==> config.mk <==
export PLATFORM = sky130hd
export DESIGN_NAME = fft_stride_perm
export DESIGN_NICKNAME = d
export VERILOG_FILES = /design/src/rtl/fft_stride_perm.sv
export SDC_FILE = /design/constraint.sdc
export NUM_CORES = 1
export LEC_CHECK = 0
export BUFFER_PORTS_ARGS = -buffer_cell sky130_fd_sc_hd__buf_2
export CORE_MARGIN = 10
export CORE_UTILIZATION = 45
export CTS_CLUSTER_DIAMETER = 200
export DETAILED_ROUTE_END_ITERATION = 7
export GPL_TIMING_DRIVEN = 0
export PLACE_DENSITY = 0.59
export SLEW_MARGIN = 20
export SYNTH_ARGS = -nofsm -noshare
export SYNTH_HDL_FRONTEND = slang
export SYNTH_SLANG_ARGS = --single-unit
export TNS_END_PERCENT = 30
==> constraint.sdc <==
create_clock -name clk -period 17.15 [get_ports clk]
set_input_delay 1.715 -clock clk [delete_from_list [all_inputs] [get_ports clk]]
set_output_delay 1.715 -clock clk [all_outputs]
set_load 0.05 [all_outputs]
==> src/rtl/fft_stride_perm.sv <==
// Radix-4 inter-stage transpose: 4-beat x 4-lane complex frames are emitted with beat/lane swapped.
// Latency is 5 cycles from ctrl_in to ctrl_out. There is no backpressure; ping-pong banks sustain full rate.
module fft_stride_perm #(
  parameter int DATA_WIDTH = 16
) (
  input  logic                      clk,
  input  logic                      rst,
  input  logic                      ctrl_in,
  input  logic [4*DATA_WIDTH-1:0]   x_in,
  input  logic [4*DATA_WIDTH-1:0]   y_in,
  output logic                      ctrl_out,
  output logic                      valid_out,
  output logic [4*DATA_WIDTH-1:0]   x_out,
  output logic [4*DATA_WIDTH-1:0]   y_out
);

  typedef enum logic {W_IDLE, W_FILL} wstate_t;
  typedef enum logic {R_IDLE, R_DRAIN} rstate_t;

  typedef logic [3:0][DATA_WIDTH-1:0] lanes_t;

  wstate_t    wstate_q, wstate_d;
  logic [1:0] wcnt_q, wcnt_d;
  logic       wbank_q, wbank_d;
  rstate_t    rstate_q, rstate_d;
  logic [1:0] rcnt_q, rcnt_d;
  logic       rbank_q, rbank_d;
  lanes_t     x_out_q, x_out_d, y_out_q, y_out_d;
  logic       ctrl_out_q, ctrl_out_d;
  logic       valid_out_q, valid_out_d;

  // Banks indexed [bank][beat]; packed index 3 is lane a.
  lanes_t     mem_x_q [2][4];
  lanes_t     mem_y_q [2][4];

  logic       we;
  logic [1:0] waddr;
  logic       frame_done;

  always_comb begin
    wstate_d   = wstate_q;
    wcnt_d     = wcnt_q;
    wbank_d    = wbank_q;
    we         = 1'b0;
    waddr      = wcnt_q;
    frame_done = 1'b0;
    case (wstate_q)
      W_IDLE: begin
        if (ctrl_in) begin
          we       = 1'b1;
          waddr    = 2'd0;
          wcnt_d   = 2'd1;
          wstate_d = W_FILL;
        end
      end
      W_FILL: begin
        we = 1'b1;
        // ctrl_in on beat 3 belongs to the current frame, not a restart.
        if (ctrl_in && (wcnt_q != 2'd3)) begin
          waddr  = 2'd0;
          wcnt_d = 2'd1;
        end else begin
          waddr  = wcnt_q;
          wcnt_d = wcnt_q + 2'd1;
          if (wcnt_q == 2'd3) begin
            frame_done = 1'b1;
            wbank_d    = ~wbank_q;
            wstate_d   = W_IDLE;
          end
        end
      end
      default: wstate_d = W_IDLE;
    endcase
  end

  always_comb begin
    rstate_d    = rstate_q;
    rcnt_d      = rcnt_q;
    rbank_d     = rbank_q;
    x_out_d     = x_out_q;
    y_out_d     = y_out_q;
    ctrl_out_d  = 1'b0;
    valid_out_d = 1'b0;
    case (rstate_q)
      R_IDLE: begin
        if (frame_done) begin
          rbank_d  = wbank_q;
          rcnt_d   = 2'd0;
          rstate_d = R_DRAIN;
        end
      end
      R_DRAIN: begin
        valid_out_d = 1'b1;
        ctrl_out_d  = (rcnt_q == 2'd0);
        // Output lane l takes stored beat l, lane rcnt; lane rcnt sits at packed index ~rcnt.
        x_out_d[3]  = mem_x_q[rbank_q][0][~rcnt_q];
        x_out_d[2]  = mem_x_q[rbank_q][1][~rcnt_q];
        x_out_d[1]  = mem_x_q[rbank_q][2][~rcnt_q];
        x_out_d[0]  = mem_x_q[rbank_q][3][~rcnt_q];
        y_out_d[3]  = mem_y_q[rbank_q][0][~rcnt_q];
        y_out_d[2]  = mem_y_q[rbank_q][1][~rcnt_q];
        y_out_d[1]  = mem_y_q[rbank_q][2][~rcnt_q];
        y_out_d[0]  = mem_y_q[rbank_q][3][~rcnt_q];
        rcnt_d      = rcnt_q + 2'd1;
        if (rcnt_q == 2'd3) begin
          if (frame_done) begin
            rbank_d = wbank_q;
            rcnt_d  = 2'd0;
          end else begin
            rstate_d = R_IDLE;
          end
        end
      end
      default: rstate_d = R_IDLE;
    endcase
  end

  always_ff @(posedge clk) begin
    if (rst) begin
      wstate_q    <= W_IDLE;
      wcnt_q      <= 2'd0;
      wbank_q     <= 1'b0;
      rstate_q    <= R_IDLE;
      rcnt_q      <= 2'd0;
      rbank_q     <= 1'b0;
      x_out_q     <= '0;
      y_out_q     <= '0;
      ctrl_out_q  <= 1'b0;
      valid_out_q <= 1'b0;
    end else begin
      wstate_q    <= wstate_d;
      wcnt_q      <= wcnt_d;
      wbank_q     <= wbank_d;
      rstate_q    <= rstate_d;
      rcnt_q      <= rcnt_d;
      rbank_q     <= rbank_d;
      x_out_q     <= x_out_d;
      y_out_q     <= y_out_d;
      ctrl_out_q  <= ctrl_out_d;
      valid_out_q <= valid_out_d;
    end
  end

  // Storage is intentionally left uncleared by reset.
  always_ff @(posedge clk) begin
    if (we) begin
      mem_x_q[wbank_q][waddr] <= x_in;
      mem_y_q[wbank_q][waddr] <= y_in;
    end
  end

  assign x_out     = x_out_q;
  assign y_out     = y_out_q;
  assign ctrl_out  = ctrl_out_q;
  assign valid_out = valid_out_q;

endmodule

==> results of run 1 <==
## metrics by stage
| step | area, um^2 | util [%] | hold WS, ns |
|---|---|---|---|
| final | 52300 | 53.3 | 0.486 |
| after global routing | 52300 | 53.3 | 0.536 |
| after CTS | 52300 | 53.3 | 0.499 |
| after detailed placement | 48500 | 49.4 | 0.491 |
| after global placement | 47300 | 48.2 | 0.479 |
| after floorplan | 44400 | - | 0.467 |
## state kept, by name, summed over array words and instances, names as in the netlist, named ones only
register   cells
mem_y_q      512
rstate_q       1
valid_out      1
x_out         64
mem_x_q      512
y_out         64
rbank_q        1
ctrl_out       1
rcnt_q         2
wstate_q       1
wcnt_q         2
wbank_q        1
## worst reg2reg max path, delay by kind of cell (launching register included)
kind,cells,cell delay [ns]
adder cells (fa/ha/maj),1,0.32
AND/OR/NAND/NOR,3,1.02
buffers and inverters,6,1.26
flip-flops,1,0.49
## cell type report
class                           instances  area, um^2
Antenna cell                           10        25.0
Sequential cell                      1163       33500
Clock buffer                          171        3310
Fill cell                            7835       45800
Tap cell                             1287        1610
Buffer                                159         993
Clock inverter                         44         453
Inverter                                2        7.51
Timing Repair Buffer                  368        2470
Multi-Input combinational cell       1070        9890
## cells in the final DEF, fill, tap and decap left out, types with 14 or more instances in the layout
master / instances
sky130_fd_sc_hd__clkbuf_16: 119
sky130_fd_sc_hd__mux2_1: 127
sky130_fd_sc_hd__nor2_1: 137
sky130_fd_sc_hd__clkbuf_1: 124
sky130_fd_sc_hd__dfxtp_1: 139
sky130_fd_sc_hd__buf_4: 71
sky130_fd_sc_hd__mux2i_1: 257
sky130_fd_sc_hd__a211oi_2: 121
sky130_fd_sc_hd__buf_2: 303
sky130_fd_sc_hd__buf_6: 16
sky130_fd_sc_hd__buf_12: 24
sky130_fd_sc_hd__edfxtp_1: 1024
sky130_fd_sc_hd__mux2_2: 129
sky130_fd_sc_hd__clkinv_2: 16
sky130_fd_sc_hd__o22ai_1: 128
sky130_fd_sc_hd__clkbuf_8: 14
sky130_fd_sc_hd__a221o_1: 128
## kinds of logic after synthesis
family          count (synthesis)  share of synthesized area, %
fa+ha+maj                       3                        0.0846
mux                           513                          12.3
flops                        1163                          75.6
simple gates                  163                          1.47
xor+xnor                        1                        0.0197
buf+inv                       161                          2.24
compound gates                390                          8.31
## per-layer routing
layer  part of all wire (%)  vias to the layer above  wire (um)  global-route usage [%]
li1                       -                    10700          -                       -
met4                    2.7                       20       3460                    6.23
met2                     50                     1010      63500                    38.3
met5                  0.080                        -        102                       0
met3                    7.9                      188      10100                    4.83
met1                     39                    12500      49900                    27.9
## path summary, 6_finish.rpt
| check | startpoint | endpoint | slack [ns] |
|---|---|---|---|
| worst max-delay path | ctrl_in | mem_x_q[0][186] | 13.39 |
| worst min-delay path | y_out[12] | y_out[12] | 0.49 |
| worst max register to register | wcnt_q[1] | mem_x_q[0][61] | 13.78 |
| worst min register to register | y_out[12] | y_out[12] | 0.49 |
## report_power, final
group	internal (mW)	leakage [nW]	switching, mW
combinational	0.0467	4.77	0.107
clock	1.45	1.84	1.04
sequential	3.12	10.5	0.00995
==> run metrics, run 1 <==
number of global-route vias before repair between 20k and 25k; Worst-path clk slew 0.06 ns; total chip power between 5 and 6 mW; first-pass GRT wire length 178000 um; largest buffer count on any clock path 3; number of cells on the critical path 9; largest area contributor in the netlist sky130_fd_sc_hd__edfxtp_1; Nets 3014; slowest cell on the critical path sky130_fd_sc_hd__nor4_2; die footprint 112000 um^2; layout overhead on the synthesized area 17.9%; # rows 115; Crit Path Category in2reg; reported max-cap violation count 0; final instance count without filler cells approximately 4.3k; Hold Path Stages 2; final-report setup violation count 0; average wire per cell in the routed design 29.7 um; global-route congestion overflow total 0; detailed-route DRC error count 0; FMAX 266 MHz; clock sink total about 1.2k; Fin. Hold Viols 0; DP Cell Count 4049; number of CTS-inserted buffers 116; Avg Synthesized Cell Area 18.5 um^2; clock period minus final worst setup slack 3.76 ns; cell seen most often among critical-path stages sky130_fd_sc_hd__buf_2; worst-skew pair later-pin latency roughly 0.7 ns; Placeable Area 98100 um^2; Worst setup SP type input pin; run status finished, final reports clean; Place WS 12.67 ns; htree depth 3; cells along the critical path buf_2 > nor2b_1 > nor4_2 > buf_4 > buf_4 > buf_2 > buf_4 > buf_2 > buf_2; clock tree from TritonCTS yes; worst setup margin 13.39 ns; class of the worst hold path reg2reg; first-iteration detailed-routing DRC count 2446; clock tree root buffer cell sky130_fd_sc_hd__clkbuf_16; weighted congestion at the end of routability-driven global placement 0.821; crit end category flop; leading cell types by count after synthesis sky130_fd_sc_hd__edfxtp_1 (1024), sky130_fd_sc_hd__mux2i_1 (257), sky130_fd_sc_hd__nor2_1 (140), sky130_fd_sc_hd__dfxtp_1 (139), sky130_fd_sc_hd__mux2_2 (129); count leader, synth sky130_fd_sc_hd__edfxtp_1; number of hold-repair buffers added at the cts stage 0; reported leakage power about 17 nW; synth top area cells sky130_fd_sc_hd__edfxtp_1 (69%), sky130_fd_sc_hd__dfxtp_1 (6.3%), sky130_fd_sc_hd__mux2i_1 (5.8%), sky130_fd_sc_hd__a211oi_2 (3.4%), sky130_fd_sc_hd__mux2_2 (3.3%); pwr dens 110 nW/um^2; die boundary width 334 um; Clock Skew around 0.023 ns; Rel. slew slack 17.5%; ports placed on the boundary 261; final period utilization between 20% and 30%; initial core utilization 45.2%; worst supply voltage drop on vdd 0.0931 mV; category of cells accounting for the largest share of critical-path delay buffers and inverters; Crit Path Max Fanout 8; share of flip-flops with an asynchronous set or reset 0%; largest net degree at the start of global routing 25; Post-synth EDFFs 1024; Mapped Nets 2528; DR vias 24.4k; initial antenna violation count 23; synthesis-stage register bit count 1163; fraction of layout instances using a drive strength above 1 28.9%; post-detailed-route via-to-cell ratio 5.70; number of warnings printed during yosys synthesis 0; total negative setup slack 0 ns; delay contributed by the slowest stage of the critical path 0.71 ns; TritonRoute pass-1 iters 5; max-slew violations 0; overall die height 334 um; post-detail-place hpwl between 80000 and 90000 um; number of buffers and inverters on the critical path 7; gate count of the mapped netlist around 2.4k; antenna-violating nets left 0; number of buffers inserted by post-CTS setup repair 0; arrival time at the worst endpoint 4.15 ns; CP Data Required Time 17.54 ns; port buffer count between 200 and 300; Post-synth top flop sky130_fd_sc_hd__edfxtp_1; area share of the largest cell type after synthesis 69.3%; cell area after synthesis roughly 44000 um^2; number of distinct standard cells referenced by the synthesized netlist 33; Tot GR Track Use between 20 and 25%; total length of routed wires between 100000 and 150000 um; RSZ-0062 raised after global routing false; total of cells resized after clock tree synthesis 0; transition time at the pin with the least slew margin between 1 and 1.5 ns; worst-case reg-to-reg path depth 10; part of the Yosys area used for sequential elements 75.6%
No activity file was read; power rests on OpenSTA's default activity.
==> run 2: changes to the inputs <==
- clock period: 17.15 -> 3.58 ns (I/O delays scaled with it)
==> run 2 against run 1 <==
Register-to-register slack lost 13 ns. Wire length shrank 0.38%. Via count grew 1.9%. Clock-buffer cell count shrank 1. Worst setup slack lost 13 ns. Sequential share of layout area shrank 1.7 points. Critical path depth shrank 4. Design area grew 2.7%. Global-route usage is essentially flat. Critical path type is now reg2reg. Largest cell class unchanged.
==> run metrics, run 2 (synthesis results as in run 1) <==
run status finished, final reports clean; die footprint roughly 110000 um^2; Worst setup SP type flop; proportion of power drawn by flip-flops and latches 53.3%; largest registers ranked by flip-flop count mem_x_q (512), mem_y_q (512); detailed-route DRC error count 0; pwr dens 523 nW/um^2; leading cell types in the layout, fill and taps excluded sky130_fd_sc_hd__edfxtp_1 (1024), sky130_fd_sc_hd__buf_2 (268), sky130_fd_sc_hd__mux2i_1 (257); TritonRoute pass-1 iters 7; crit end category flop; clock network fraction of design power 43.6%; worst-case reg-to-reg path depth 5; Crit Path Max Fanout 10; Comb power frac between 3 and 4%; clock period minus final worst setup slack 2.93 ns; first-pass GRT wire length 179000 um; reported leakage power 17.5 nW; Fin. Hold Viols 0; ports placed on the boundary around 260; post-detailed-route via-to-cell ratio around 5.7; fraction of layout instances using a drive strength above 1 27.3%; Rel. slew slack 21.9%; initial antenna violation count 15; weighted congestion at the end of routability-driven global placement 0.807; Routed met1 length roughly 51000 um; total of cells resized after clock tree synthesis 0; switching power share of the total 20.0%; Hold Path Stages 1; final core occ 54.7%; final period utilization 81.9%; layout overhead on the synthesized area 21.1%; htree depth 3; initial core utilization 45.2%; DR WL met3 roughly 8700 um; die boundary width 334 um; transition time at the pin with the least slew margin 1.17 ns; clock tree root buffer cell sky130_fd_sc_hd__clkbuf_16; Int Power between 20 and 25 mW; arrival time at the worst endpoint 3.51 ns; Tot GR Track Use 22.1%; endpoint of the worst hold path mem_y_q[1][217]; worst hold slack 0.0319 ns; port buffer count approximately 260; post-detail-place hpwl between 80000 and 90000 um; DR vias 24.8k; Met2 Routed Length 63400 um; Nets 3099; Worst-path clk slew ~0.06 ns; clock sink total ~1.2k; RR Startpoint rstate_q; reported net switching power around 5.6 mW; clock tree from TritonCTS yes; CP Data Required Time ~4.2 ns; worst supply voltage drop on vdd about 0.40 mV; summed area of non-filler cells in the final layout 53700 um^2; antenna-violating nets left 0; r2r endpoint y_out[50]; number of CTS-inserted buffers 116; number of global-route vias before repair 25.5k; final-report setup violation count 0; Clock Skew roughly 0.034 ns; Placeable Area just under 100000 um^2; first-iteration detailed-routing DRC count 2134; global-route congestion overflow total 0; # rows between 100 and 150; worst-skew pair later-pin latency 0.70 ns; most common cell after layout, fill and taps aside sky130_fd_sc_hd__edfxtp_1; Crit Path Category reg2reg; post-detailed-placement cell area 48600 um^2; largest buffer count on any clock path 3; overall die height 334 um; source of the worst hold timing path y_in[25]; Reg2Reg Setup Slack between 0.6 and 0.7 ns; FMAX between 300 and 400 MHz; highest layer used for signal routing met5; largest net degree at the start of global routing 27; class of the worst hold path in2reg; average wire per cell in the routed design 29.0 um; total length of routed wires between 100000 and 150000 um; reported max-cap violation count 0; RSZ-0062 raised after global routing false; max-slew violations 0
-- run 2: layout make-up --
class	count	area, um^2
tap	1287	1610
buffer	159	995
fill	7762	44400
timing repair buffer	453	3700
clock inverter	49	529
sequential	1163	33500
multi-input combinational	1070	9950
antenna	8	20.0
clock buffer	170	3370
inverter	2	7.51
-- run 2: worst max path at each step --
stage,start,endpoint
detailed placement,rstate_q,y_out[50]
global route,rstate_q,y_out[50]
floorplan,wcnt_q[1],mem_x_q[1][128]
finish,rstate_q,y_out[50]
global placement,wcnt_q[1],mem_y_q[1][133]
CTS,rstate_q,y_out[50]
-- run 2: routing by layer --
metal  vias to the layer above  track usage [%]
met2                       992             38.3
met4                        18             6.04
met1                     12800             28.4
li1                      10800                -
met3                       203             4.04
met5                         -                0
-- run 2: timing repair --
action	4_1_cts	5_1_grt
buffers inserted	0	0
endpoints found under the hold margin	956	0
hold buffers	122	0
-- run 2: metrics by stage --
stage	setup slack, ns	std cells	total power [mW]	TNS (ns)
6_report	0.649	4361	28.1	0
2_1_floorplan	-1.63	2394	15.6	-1121.64
3_3_place_gp	-4.69	3940	16.0	-3784.90
3_5_place_dp	0.696	4012	16.0	0
5_1_grt	0.565	4358	28.9	0
4_1_cts	0.661	4353	28.3	0
-- run 2: critical path: stages (launching register included) --
cell and delay, ns:
sky130_fd_sc_hd__dfxtp_1 0.30, sky130_fd_sc_hd__clkbuf_1 0.52, sky130_fd_sc_hd__clkbuf_1 0.75, sky130_fd_sc_hd__clkbuf_1 0.81
sky130_fd_sc_hd__nor2_1 0.17, sky130_fd_sc_hd__a211oi_2 0.25
-- run 2: power by group through the flow --
| stage | logic (mW) | clock network, mW | registers [mW] |
|---|---|---|---|
| 2_1_floorplan | 0.276 | 0 | 15.3 |
| 3_3_place_gp | 0.665 | 0 | 15.3 |
| 3_5_place_dp | 0.743 | 0 | 15.3 |
| 4_1_cts | 0.866 | 12.4 | 15.0 |
| 5_1_grt | 0.921 | 13.0 | 15.0 |
| 6_report | 0.864 | 12.3 | 15.0 |
